`src/rtl/multdiv_pkg.sv`:
```
// Shared encodings and constants for the iterative multiply/divide unit.
package multdiv_pkg;

    localparam int MD_WIDTH   = 32;
    localparam int ITER_COUNT = MD_WIDTH;

    localparam logic [MD_WIDTH-1:0] INT_MIN = {1'b1, {(MD_WIDTH-1){1'b0}}};

    typedef enum logic [1:0] {
        IDLE = 2'd0,
        RUN  = 2'd1,
        DONE = 2'd2
    } state_t;

    typedef enum logic {
        OP_MUL = 1'b0,
        OP_DIV = 1'b1
    } op_t;

endpackage

```
`src/rtl/addsub_33bit.sv`:
```
// Add/subtract with carry-out; carry is the no-borrow flag when subtracting.
module addsub_33bit #(
    parameter int WIDTH = 33
) (
    input  logic [WIDTH-1:0] i_a,
    input  logic [WIDTH-1:0] i_b,
    input  logic             i_sub,
    output logic [WIDTH-1:0] o_sum,
    output logic             o_carry
);

    logic [WIDTH-1:0] w_b_eff;
    logic [WIDTH:0]   w_full;

    assign w_b_eff = i_sub ? ~i_b : i_b;
    assign w_full  = {1'b0, i_a} + {1'b0, w_b_eff} + {{WIDTH{1'b0}}, i_sub};
    assign o_sum   = w_full[WIDTH-1:0];
    assign o_carry = w_full[WIDTH];

endmodule

```
`src/rtl/multdiv_unit.sv`:
```
// Radix-2 signed multiply/divide: one bit per clock on magnitudes, sign applied at the end.
// state | meaning
// IDLE  | waiting for ctrl_MULT / ctrl_DIV
// RUN   | DWIDTH iteration edges, then one finalize edge
// DONE  | result valid, data_resultRDY pulse
module multdiv_unit
    import multdiv_pkg::*;
#(
    parameter int DWIDTH = MD_WIDTH,
    parameter int CNT_W  = 6
) (
    input  logic              clk,
    input  logic              rst,
    input  logic [DWIDTH-1:0] data_operandA,
    input  logic [DWIDTH-1:0] data_operandB,
    input  logic              ctrl_MULT,
    input  logic              ctrl_DIV,
    output logic [DWIDTH-1:0] data_result,
    output logic              data_exception,
    output logic              data_resultRDY,
    output logic              busy
);

    localparam logic [2*DWIDTH-1:0] LIM = {{DWIDTH{1'b0}}, 1'b1, {(DWIDTH-1){1'b0}}};

    state_t              r_state, w_state_nxt;
    op_t                 r_op;
    logic                r_neg;
    logic [CNT_W-1:0]    r_cnt;
    logic [DWIDTH:0]     r_mag_a, r_mag_b;
    logic [DWIDTH:0]     r_hi;
    logic [DWIDTH-1:0]   r_lo;
    logic [DWIDTH-1:0]   r_result;
    logic                r_exc, r_rdy, r_busy;

    logic                w_start, w_last;
    logic [DWIDTH:0]     w_mag_a, w_mag_b;
    logic [DWIDTH:0]     w_add_a, w_add_b, w_sum;
    logic                w_add_sub, w_carry;
    logic [2*DWIDTH-1:0] w_prod;
    logic [DWIDTH-1:0]   w_fin_res;
    logic                w_fin_exc;

    assign w_start = (r_state == IDLE) && (ctrl_MULT || ctrl_DIV);
    assign w_last  = (r_state == RUN) && (r_cnt == CNT_W'(ITER_COUNT));

    // Extra magnitude bit keeps |INT_MIN| = 2^(DWIDTH-1) representable.
    always_comb begin
        w_mag_a = {1'b0, data_operandA};
        w_mag_b = {1'b0, data_operandB};
        if (data_operandA[DWIDTH-1]) w_mag_a = ~{1'b1, data_operandA} + 1'b1;
        if (data_operandB[DWIDTH-1]) w_mag_b = ~{1'b1, data_operandB} + 1'b1;
    end

    always_ff @(posedge clk) begin
        if (rst) r_state <= IDLE;
        else     r_state <= w_state_nxt;
    end

    always_comb begin
        w_state_nxt = r_state;
        case (r_state)
            IDLE:    if (ctrl_MULT || ctrl_DIV) w_state_nxt = RUN;
            RUN:     if (w_last) w_state_nxt = DONE;
            DONE:    w_state_nxt = IDLE;
            default: w_state_nxt = IDLE;
        endcase
    end

    // One adder shared by the multiply add, the divide trial subtract and the final negate.
    always_comb begin
        w_add_a   = r_hi;
        w_add_b   = r_mag_a;
        w_add_sub = 1'b0;
        if (w_last) begin
            w_add_a   = '0;
            w_add_b   = {1'b0, r_lo};
            w_add_sub = 1'b1;
        end else if (r_op == OP_DIV) begin
            w_add_a   = {r_hi[DWIDTH-1:0], r_lo[DWIDTH-1]};
            w_add_b   = r_mag_b;
            w_add_sub = 1'b1;
        end
    end

    addsub_33bit #(.WIDTH(DWIDTH + 1)) u_addsub (
        .i_a     (w_add_a),
        .i_b     (w_add_b),
        .i_sub   (w_add_sub),
        .o_sum   (w_sum),
        .o_carry (w_carry)
    );

    // Product magnitude sits in {r_hi, r_lo}; quotient magnitude sits in r_lo.
    always_comb begin
        w_prod    = {r_hi[DWIDTH-1:0], r_lo};
        w_fin_res = r_neg ? w_sum[DWIDTH-1:0] : r_lo;
        w_fin_exc = 1'b0;
        if (r_op == OP_MUL) begin
            w_fin_exc = r_neg ? (w_prod > LIM) : (w_prod >= LIM);
        end else if (r_mag_b == '0) begin
            w_fin_res = '0;
            w_fin_exc = 1'b1;
        end else begin
            w_fin_exc = ~r_neg & r_lo[DWIDTH-1];
        end
    end

    always_ff @(posedge clk) begin
        if (rst) begin
            r_op     <= OP_MUL;
            r_neg    <= 1'b0;
            r_cnt    <= '0;
            r_mag_a  <= '0;
            r_mag_b  <= '0;
            r_hi     <= '0;
            r_lo     <= '0;
            r_result <= '0;
            r_exc    <= 1'b0;
            r_rdy    <= 1'b0;
            r_busy   <= 1'b0;
        end else begin
            case (r_state)
                IDLE: if (w_start) begin
                    r_op    <= ctrl_MULT ? OP_MUL : OP_DIV;
                    r_neg   <= data_operandA[DWIDTH-1] ^ data_operandB[DWIDTH-1];
                    r_mag_a <= w_mag_a;
                    r_mag_b <= w_mag_b;
                    r_hi    <= '0;
                    r_lo    <= ctrl_MULT ? w_mag_b[DWIDTH-1:0] : w_mag_a[DWIDTH-1:0];
                    r_cnt   <= '0;
                    r_busy  <= 1'b1;
                end
                RUN: if (w_last) begin
                    r_result <= w_fin_res;
                    r_exc    <= w_fin_exc;
                    r_rdy    <= 1'b1;
                end else begin
                    r_cnt <= r_cnt + 1'b1;
                    if (r_op == OP_MUL) begin
                        if (r_lo[0]) {r_hi, r_lo} <= {w_carry, w_sum, r_lo[DWIDTH-1:1]};
                        else         {r_hi, r_lo} <= {1'b0, r_hi, r_lo[DWIDTH-1:1]};
                    end else begin
                        r_hi <= w_carry ? w_sum : {r_hi[DWIDTH-1:0], r_lo[DWIDTH-1]};
                        r_lo <= {r_lo[DWIDTH-2:0], w_carry};
                    end
                end
                DONE: begin
                    r_rdy  <= 1'b0;
                    r_busy <= 1'b0;
                end
                default: ;
            endcase
        end
    end

    assign data_result    = r_result;
    assign data_exception = r_exc;
    assign data_resultRDY = r_rdy;
    assign busy           = r_busy;

endmodule

```
`config.mk`:
```
export PLATFORM = sky130hd
export DESIGN_NAME = multdiv_unit
export DESIGN_NICKNAME = d
export VERILOG_FILES = /design/src/rtl/multdiv_pkg.sv /design/src/rtl/addsub_33bit.sv /design/src/rtl/multdiv_unit.sv
export SDC_FILE = /design/constraint.sdc
export NUM_CORES = 1
export LEC_CHECK = 0
export ABC_AREA = 0
export ABC_CLOCK_PERIOD_IN_PS = 3800
export BUFFER_PORTS_ARGS = -buffer_cell sky130_fd_sc_hd__buf_4
export CAP_MARGIN = 20
export CORE_ASPECT_RATIO = 0.6
export CORE_MARGIN = 2
export CORE_UTILIZATION = 45
export DETAILED_ROUTE_END_ITERATION = 16
export PLACE_DENSITY = 0.67
export SYNTH_ARGS = -nofsm -noshare
export SYNTH_HDL_FRONTEND = slang
export SYNTH_SLANG_ARGS = --single-unit
```
`constraint.sdc`:
```
create_clock -name clk -period 3.8 [get_ports clk]
set_input_delay 0.19 -clock clk [delete_from_list [all_inputs] [get_ports clk]]
set_output_delay 0.19 -clock clk [all_outputs]
set_load 0.02 [all_outputs]
```
### After elaboration in Yosys (flattened, before gate mapping)

Index checks and enable logic that the tools add are counted.

* add/subtract/negate cells: 5
* order comparisons: 2
* eq/ne operators: 7
* multiplexer cells: 38
* bitwise gates (word level): 6
* reduce and logical (&&, ||, !) cells: 14

Operator list (count)
* 2-to-1 mux 33 bit: 12
* 2-to-1 mux 32 bit: 8
* inverter 33 bit: 3
* adder 33 x 1 -> 33 bit (second input constant): 2
* one-hot mux 33 bit (2 select lines): 1
* greater-or-equal comparator 64 x 32 -> 1 bit (second input constant): 1
* greater-than comparator 64 x 32 -> 1 bit (second input constant): 1
* one-hot mux 32 bit (2 select lines): 1
* adder 33 x 33 -> 34 bit: 1
* adder 34 x 1 -> 34 bit: 1
* zero test 33 bit: 1
* 2-to-1 mux 6 bit: 2
* one-hot mux 6 bit (2 select lines): 1
* AND reduction 2 bit: 5
* 2-to-1 mux 1 bit: 8
* adder 6 x 1 -> 6 bit (second input constant): 1
* equality test 6 bit (second input constant): 1
* inequality test 2 bit (second input constant): 3
* nonzero test 2 bit: 3
* 2-to-1 mux 2 bit: 2
* one-hot mux 1 bit (2 select lines): 2
* one-hot mux 2 bit (2 select lines): 1
* AND reduction 3 bit: 1
* equality test 2 x 1 -> 1 bit (second input constant): 1
* other kinds (8): 9

* flip-flop bits (word level): 176
* input bits: 68
* output and inout port bits: 35
* word-level logic and storage cells: 84

### Logic depth before layout (Yosys ltp)

Gate-level depths: netlist of the first run.

* word-level depth: 11
* mapped depth: 19

### Modules after synthesis

From an unflattened synthesis of the first run, not the netlist that was laid out.

* cell total of the unflattened synthesis: 1635
* area, all modules: 13157.6 µm²

Modules (own cells, without submodules)
* multdiv_unit: instances 1, cells each 1337, area each 10968.0 µm²
* addsub_33bit: instances 1, cells each 298, area each 2189.6 µm²

### Worst setup path after synthesis of the first run

Ideal clock, no wire load.

* kind: register -> register
* start: register r_op
* end: register r_hi[8]
* setup time: 0.117 ns
* data arrival time: 4.024 ns
* required time: 3.683 ns
* setup slack: -0.342 ns
* cell stages (with the launch flop): 18
* period minus slack after synthesis: 4.142 ns
* cell sequence: dfxtp_1 -> buf_2 -> clkbuf_1 -> clkbuf_1 -> buf_1 -> mux2i_1 -> nor2_1 -> ha_1 -> and3_1 -> and2_1 -> a21oi_1 -> o211ai_1 -> and2_1 -> a21o_1 -> buf_2 -> o211ai_1 -> o211ai_2 -> a32o_1

* longest elaborated chain between the ends: 10
* elaborated cells between the ends (all ways): 15

Ends and longest elaborated chain
* from (decl): line multdiv_unit.sv:27 `op_t r_op;`
* from (signal assigned): line multdiv_unit.sv:125 `r_op <= ctrl_MULT ? OP_MUL : OP_DIV;`
* 2-to-1 mux 33 bit: line multdiv_unit.sv:79 `end else if (r_op == OP_DIV) begin`
* 2-to-1 mux 33 bit: line multdiv_unit.sv:75 `if (w_last) begin`
* inverter 33 bit: line addsub_33bit.sv:15 `assign w_b_eff = i_sub ? ~i_b : i_b;`
* 2-to-1 mux 33 bit: line addsub_33bit.sv:15
* adder 33 x 33 -> 34 bit: line addsub_33bit.sv:16 `assign w_full = {1'b0, i_a} + {1'b0, w_b_eff} + {{WIDTH{1'b0}}, i_sub};`
* adder 34 x 1 -> 34 bit: line addsub_33bit.sv:16
* 2-to-1 mux 33 bit, on equally long branches: line multdiv_unit.sv:141, multdiv_unit.sv:144
* 2-to-1 mux 33 bit (*): line multdiv_unit.sv:140 `if (r_op == OP_MUL) begin`
* 2-to-1 mux 33 bit (*): line multdiv_unit.sv:134 `RUN: if (w_last) begin`
* one-hot mux 33 bit (2 select lines) (*): line multdiv_unit.sv:123 `case (r_state)`
* to (signal assigned): line multdiv_unit.sv:141 `if (r_lo[0]) {r_hi, r_lo} <= {w_carry, w_sum, r_lo[DWIDTH-1:1]};`
* to (signal assigned): line multdiv_unit.sv:142 `else {r_hi, r_lo} <= {1'b0, r_hi, r_lo[DWIDTH-1:1]};`
* to (signal assigned): line multdiv_unit.sv:144 `r_hi <= w_carry ? w_sum : {r_hi[DWIDTH-1:0], r_lo[DWIDTH-1]};`
* to (decl): line multdiv_unit.sv:31 `logic [DWIDTH:0] r_hi;`

Every way passes the cells marked *; elsewhere a longest branch is shown, timed or not. The select of a mux whose other input is x is not followed.
A chain may end at the register's enable or synchronous reset.

### Worst setup path after layout of the first run

* start: register r_cnt[4]
* end: register r_hi[24]

* longest elaborated chain between the ends: 11
* elaborated cells between the ends (all ways): 16

Ends and longest elaborated chain
* from (decl): line multdiv_unit.sv:29 `logic [CNT_W-1:0] r_cnt;`
* from (signal assigned): line multdiv_unit.sv:139 `r_cnt <= r_cnt + 1'b1;`
* equality test 6 bit (*): line multdiv_unit.sv:45 `assign w_last = (r_state == RUN) && (r_cnt == CNT_W'(ITER_COUNT));`
* logical AND 1 bit (*): line multdiv_unit.sv:45
* 2-to-1 mux 33 bit: line multdiv_unit.sv:75
* inverter 33 bit: line addsub_33bit.sv:15
* 2-to-1 mux 33 bit: line addsub_33bit.sv:15
* adder 33 x 33 -> 34 bit: line addsub_33bit.sv:16
* adder 34 x 1 -> 34 bit: line addsub_33bit.sv:16
* 2-to-1 mux 33 bit, on equally long branches: line multdiv_unit.sv:141, multdiv_unit.sv:144
* 2-to-1 mux 33 bit: line multdiv_unit.sv:140
* 2-to-1 mux 33 bit: line multdiv_unit.sv:134
* one-hot mux 33 bit (2 select lines): line multdiv_unit.sv:123

Marked as above.

==> results of run 1 <==
sequential cells by signal, indices dropped and copies added, names as in the netlist:
| name | count |
|---|---|
| r_state | 2 |
| data_exception | 1 |
| r_lo | 32 |
| r_op | 1 |
| r_mag_b | 33 |
| data_result | 32 |
| data_resultRDY | 1 |
| r_cnt | 6 |
| busy | 1 |
| r_neg | 1 |
| r_mag_a | 33 |
| r_hi | 33 |
power by group through the flow:
stage / logic, mW / clock network, mW / registers, mW
floorplan: 1.24 / 0 / 2.12
global placement: 1.97 / 0 / 2.18
detailed placement: 2.00 / 0 / 2.18
CTS: 2.13 / 1.76 / 2.14
global route: 2.57 / 1.83 / 2.17
finish: 2.42 / 1.77 / 2.16
worst max-delay path, delay by kind of cell (launching register included):
family	cells	cell delay [ps]
adder cells (fa/ha/maj)	1	260
AO/OA/AOI/OAI	7	1350
multiplexers	1	190
flip-flops	1	320
AND/OR/NAND/NOR	3	720
buffers and inverters	7	830
cells in the final DEF, fill, tap and decap left out, drive strengths merged, types with 6 or more instances in the layout:
master,n
buf,350
nor2,269
dfxtp,176
a21oi,135
a211oi,126
nand2,115
mux2i,114
o21ai,92
xor2,58
nor3,44
inv,44
ha,36
nor4,33
o211ai,32
o31ai,28
xnor2,24
nand3,24
clkbuf,24
mux2,23
nand4,20
a22oi,20
nand2b,15
a21o,14
or4,12
o41ai,11
and3,11
a32o,10
or3,10
nor2b,10
a31oi,10
and2,9
o21a,8
nor3b,7
a2111oi,7
nand3b,6
logic make-up after synthesis:
group                      count (synthesis)
xor gates and xnor gates                  82
AOI/OAI and AO/OA                        547
DFF                                      176
buffers and inverters                    172
and+or+nand+nor                          597
adders and majority gates                 37
muxes                                    137
final cells by class:
cell class / instances / area [µm²]
Inverter: 40 / 153
Timing Repair Buffer: 353 / 2990
Sequential cell: 176 / 3530
Multi-Input combinational cell: 1401 / 10400
Fill cell: 2501 / 10900
Tap cell: 400 / 500
Clock inverter: 10 / 104
Clock buffer: 22 / 454
metal layers:
layer / global-route usage, % / vias up / wire length, µm
met5: 0 / - / 0
met4: 6.87 / 0 / 839
met3: 6.08 / 65 / 5280
met2: 49.1 / 814 / 22400
met1: 49.9 / 7451 / 24700
li1: - / 6978 / -
repair_timing:
item	4_1_cts	5_1_grt
gates resized for setup	122	170
hold endpoints to repair	0	0
gates cloned	5	2
endpoints found under the setup margin	50	59
pin swaps	22	63
setup buffers	24	38
worst paths after layout:
kind,from,slack [ps],to,cells past startpoint
worst min-delay path,data_operandA[0],70,r_mag_a[0],3
worst max-delay path,r_cnt[4],-40,r_hi[24],19
worst max register to register,r_cnt[4],-40,r_hi[24],19
worst min register to register,busy,460,busy,2
==> results.json, run 1 <==
{
  "dpl_cell_area_um2": 15700,
  "drv_slew": 0,
  "die_area_um2": 31200,
  "final_util_pct": 62.6,
  "status": "complete, but fails checks",
  "hold_class": "in -> reg",
  "ant_nets": 0,
  "gr-total-overflow": 0,
  "timing.slew.headroom_pct": 33.6,
  "period_minus_slack_ps": 3840,
  "cp_common_cell": "buf_6",
  "critical_path_class": "reg -> reg",
  "numCtsBuffers": 17,
  "clock_sinks": 176,
  "synthTopCellsByCount": "nor2_1 (268), dfxtp_1 (176), a21oi_1 (131)",
  "synth_area_leader_cell": "dfxtp_1",
  "layout.nets": 2094,
  "whs_ps": 73.2,
  "synth_top_area_share_pct": 26.3,
  "netlist_instances": 1748,
  "initial_utilization_pct": 46.2,
  "routedWlPerCell_um": 22.2,
  "synth-main-ff-cell": "dfxtp_1",
  "slowest_stage": "and4_4",
  "cp_cell_sequence": "and2b_4 -> and4_4 -> buf_6 -> buf_6 -> buf_6 -> a21o_1 -> inv_2 -> ha_4 -> nand4_1 -> a211o_4 -> buf_6 -> a21oi_4 -> a21o_4 -> a21oi_4 -> a21oi_4 -> buf_6 -> buf_8 -> mux2i_1 -> o221ai_1",
  "syn_area_per_cell_um2": 7.66,
  "worst_pin_slew_ps": 996,
  "cts.path.max_buffers": 2,
  "period_share_pct": 101,
  "clock_skew_ps": 12.8,
  "std_cell_rows": 48,
  "ioPinCount": 103,
  "leakage_nw": 7.12,
  "cts_tree": "yes",
  "grt_pass1_vias": 13900,
  "synth_top_family_by_area": "compound AO/OA/AOI/OAI gates",
  "placed_cells": 2310,
  "synth_area_um2": 13400,
  "drc": 0,
  "die_height_um": 138,
  "synth-xor-area-share_pct": 5.36,
  "fmax_ghz": 0.260,
  "clkSlewWorstSetupHoldPaths_ps": 70,
  "num_antenna_cells": 0,
  "synth_most_common_cell": "nor2_1",
  "antenna_found_initial": 0,
  "cp.arrival_ps": 4150,
  "layout.cells.non_filler": 2402,
  "synth.area.top_cells": "dfxtp_1 (26%), mux2i_1 (8.5%), nor2_1 (7.5%), a211oi_1 (6.9%), a21oi_1 (4.9%)",
  "synthArstFlopShare_pct": 0,
  "hold_viol_final": 0,
  "tns_ps": -190,
  "power.internal_mw": 3.94,
  "firstDrtPassIters": 5,
  "initialDrtViolationCount": 1911,
  "max_cap_violations": 0,
  "cp-end-kind": "flop",
  "setup_slack_ps": -44.0,
  "clock_latency_ps": 460,
  "cts_hold_buf": 0,
  "synth_seq_cells": 176,
  "p_seq_share_pct": 34.0,
  "yosys.cell_types.count": 88,
  "synth_compound_area_share_pct": 28.3,
  "synth_nets": 1853,
  "synth_fa_ha_area_share_pct": 3.51,
  "area_delta_synth_final_pct": 35.5,
  "die_w_um": 227,
  "ys.warnings.count": 0,
  "power_density_nw_per_um2": 350,
  "power.switching_mw": 2.42,
  "synthMuxAreaShare_pct": 10.5,
  "grt_usage_pct": 33.3,
  "dp_hpwl_um": 38100,
  "grt_pass1_wl_um": 80200,
  "irDropWorstVdd_mv": 0.325,
  "slowest_delay_ps": 330,
  "port_buffers": 102,
  "design.core.area_um2": 29000,
  "required_ps": 4110,
  "dr_total_vias": 15300,
  "finalPower_mw": 6.35,
  "vias_per_cell": 6.37,
  "p_clk_share_pct": 27.9,
  "totalWireLength_um": 53200,
  "grt_max_degree": 122,
  "rsz0062_at_grt": "true",
  "switching_share_pct": 38.1,
  "finalSetupViolations": 9,
  "htreeDepth": 4,
  "root_buffer": "clkbuf_16",
  "synth_edf_count": 0,
  "power_frac_comb_pct": 38.1,
  "place_ws_ps": -370,
  "cp_max_fo": 8,
  "gp_congestion": 0.969,
  "fin_area_um2": 18200,
  "synth_seq_area_share_pct": 26.3,
  "drive_gt1_share_pct": 30.7,
  "synthSimpleGateAreaFrac_pct": 21.0,
  "violations": "negative setup slack",
  "critPathLaunchType": "flop"
}
Power figures use the tool's default switching activity.
==> run 2: changes to the inputs <==
Settings changed: CORE_MARGIN 2 to default, TNS_END_PERCENT from default to 20.
==> results.json, run 2 (synthesis gave the netlist of run 1 again) <==
{
  "worst_pin_slew_ps": 1020,
  "critPathBufInv": 4,
  "highest_layer": "met4",
  "die_height_um": 136,
  "cp.arrival_ps": 4200,
  "num_antenna_cells": 0,
  "cp_top_family": "compound AO/OA/AOI/OAI gates",
  "initial_utilization_pct": 46.2,
  "routedWlPerCell_um": 21.9,
  "rsz0062_at_grt": "true",
  "slowest_stage": "a2111oi_2",
  "layout.cells.non_filler": 2367,
  "placed_cells": 2306,
  "clock_sinks": 176,
  "dr_total_vias": 14700,
  "status": "complete, but fails checks",
  "numCtsBuffers": 17,
  "area_delta_synth_final_pct": 29.9,
  "layout_common_cells": "buf_4 (295), nor2_1 (260), dfxtp_1 (171)",
  "routed-wl-met3_um": 5060,
  "cts_hold_buf": 0,
  "die_w_um": 225,
  "cp_max_fo": 6,
  "critPathLaunch": "r_cnt[4]",
  "antenna_found_initial": 0,
  "die_area_um2": 30500,
  "r2r-start": "r_cnt[4]",
  "met1_length_um": 24400,
  "setup_slack_ps": -68.2,
  "power_density_nw_per_um2": 354,
  "timing.slew.headroom_pct": 31.5,
  "irDropWorstVdd_mv": 0.317,
  "htreeDepth": 4,
  "clock_latency_ps": 450,
  "grt_pass1_wl_um": 77500,
  "fmax_ghz": 0.259,
  "design.core.area_um2": 29000,
  "grt_usage_pct": 33.0,
  "leakage_nw": 6.82,
  "cts_tree": "yes",
  "grt_max_degree": 73,
  "critPathLaunchType": "flop",
  "cp-end-kind": "flop",
  "drv_slew": 0,
  "ioPinCount": 103,
  "gr-total-overflow": 0,
  "finalSetupViolations": 17,
  "layout_commonest_cell": "buf_4",
  "grt_pass1_vias": 13400,
  "drc": 0,
  "drive_gt1_share_pct": 27.6,
  "reg.largest.list": "r_hi: 33 flops, r_mag_a: 33 flops, r_mag_b: 33 flops",
  "violations": "negative setup slack",
  "hold_start": "data_operandB[0]",
  "met2_length_um": 21400,
  "place_ws_ps": -560,
  "hold_class": "in -> reg",
  "clkSlewWorstSetupHoldPaths_ps": 80,
  "period_share_pct": 102,
  "slowest_delay_ps": 410,
  "gp_congestion": 0.978,
  "totalWireLength_um": 51700,
  "root_buffer": "clkbuf_16",
  "layout.nets": 2059,
  "port_buffers": 102,
  "cp_cell_sequence": "and2b_4 -> and4_4 -> buf_12 -> buf_8 -> nor2_1 -> ha_1 -> buf_4 -> nand4_1 -> a211o_4 -> o211ai_4 -> buf_4 -> nand4_1 -> a21oi_1 -> o211ai_2 -> a2111oi_2 -> a211oi_2",
  "cts.path.max_buffers": 2,
  "clock_skew_ps": 12.3,
  "period_minus_slack_ps": 3870,
  "initialDrtViolationCount": 1683,
  "vias_per_cell": 6.20,
  "dp_hpwl_um": 38100,
  "hold_viol_final": 0,
  "firstDrtPassIters": 6,
  "critical_path_class": "reg -> reg",
  "std_cell_rows": 48,
  "required_ps": 4130,
  "ant_nets": 0,
  "max_cap_violations": 0
}
==> run 2: through the flow <==
step / hold WS, ps / utilization (%) / total power [mW] / TNS, ps / instance area (µm²)
global placement: 444 / 54.0 / 4.15 / -8300 / 15700
global route: 31.4 / 60.0 / 6.41 / -3310 / 17400
detailed placement: 444 / 54.0 / 4.16 / -8530 / 15700
CTS: 29.3 / 57.9 / 5.97 / -38.8 / 16800
floorplan: 326 / - / 3.36 / 0 / 13400
finish: 38.7 / 60.0 / 6.15 / -565 / 17400
==> run 2: final cells by class <==
type | count | area (µm²)
clock buffers | 20 | 457
clock inverters | 12 | 98.8
fillers | 2607 | 11600
inverters | 40 | 150
multi-input cells | 1401 | 10100
flip-flops and latches | 176 | 3530
well taps | 400 | 500
repair buffers | 318 | 2600
==> run 2: report_power, final <==
group / internal [mW] / switching, mW
registers: 1.98 / 0.185
logic: 0.943 / 1.31
clock network: 0.890 / 0.846
total: 3.81 / 2.34
==> run 2: routing by layer <==
metal	global-route usage, %	vias up
met5	0	-
met4	7.60	0
met3	8.31	78
met2	47.5	685
met1	48.5	7021
li1	-	6900
==> run 2: worst paths after layout <==
| kind | to | slack (ps) | cells past startpoint |
|---|---|---|---|
| worst min register to register | data_result[21] | 450 | 2 |
| worst max-delay path | r_hi[26] | -70 | 16 |
| worst min-delay path | r_mag_b[0] | 40 | 3 |
| worst max register to register | r_hi[26] | -70 | 16 |
==> run 2: repair_timing <==
action | CTS | global route
setup endpoints to repair | 46 | 54
buffers inserted | 16 | 11
pin swaps | 30 | 46
cloned | 1 | 3
resized for setup | 89 | 97
==> run 2: tightest hold or removal path, delay by kind of cell <==
family	cells	cell delay (ps)
AO/OA/AOI/OAI	1	50
buffers and inverters	1	150
AND/OR/NAND/NOR	1	60
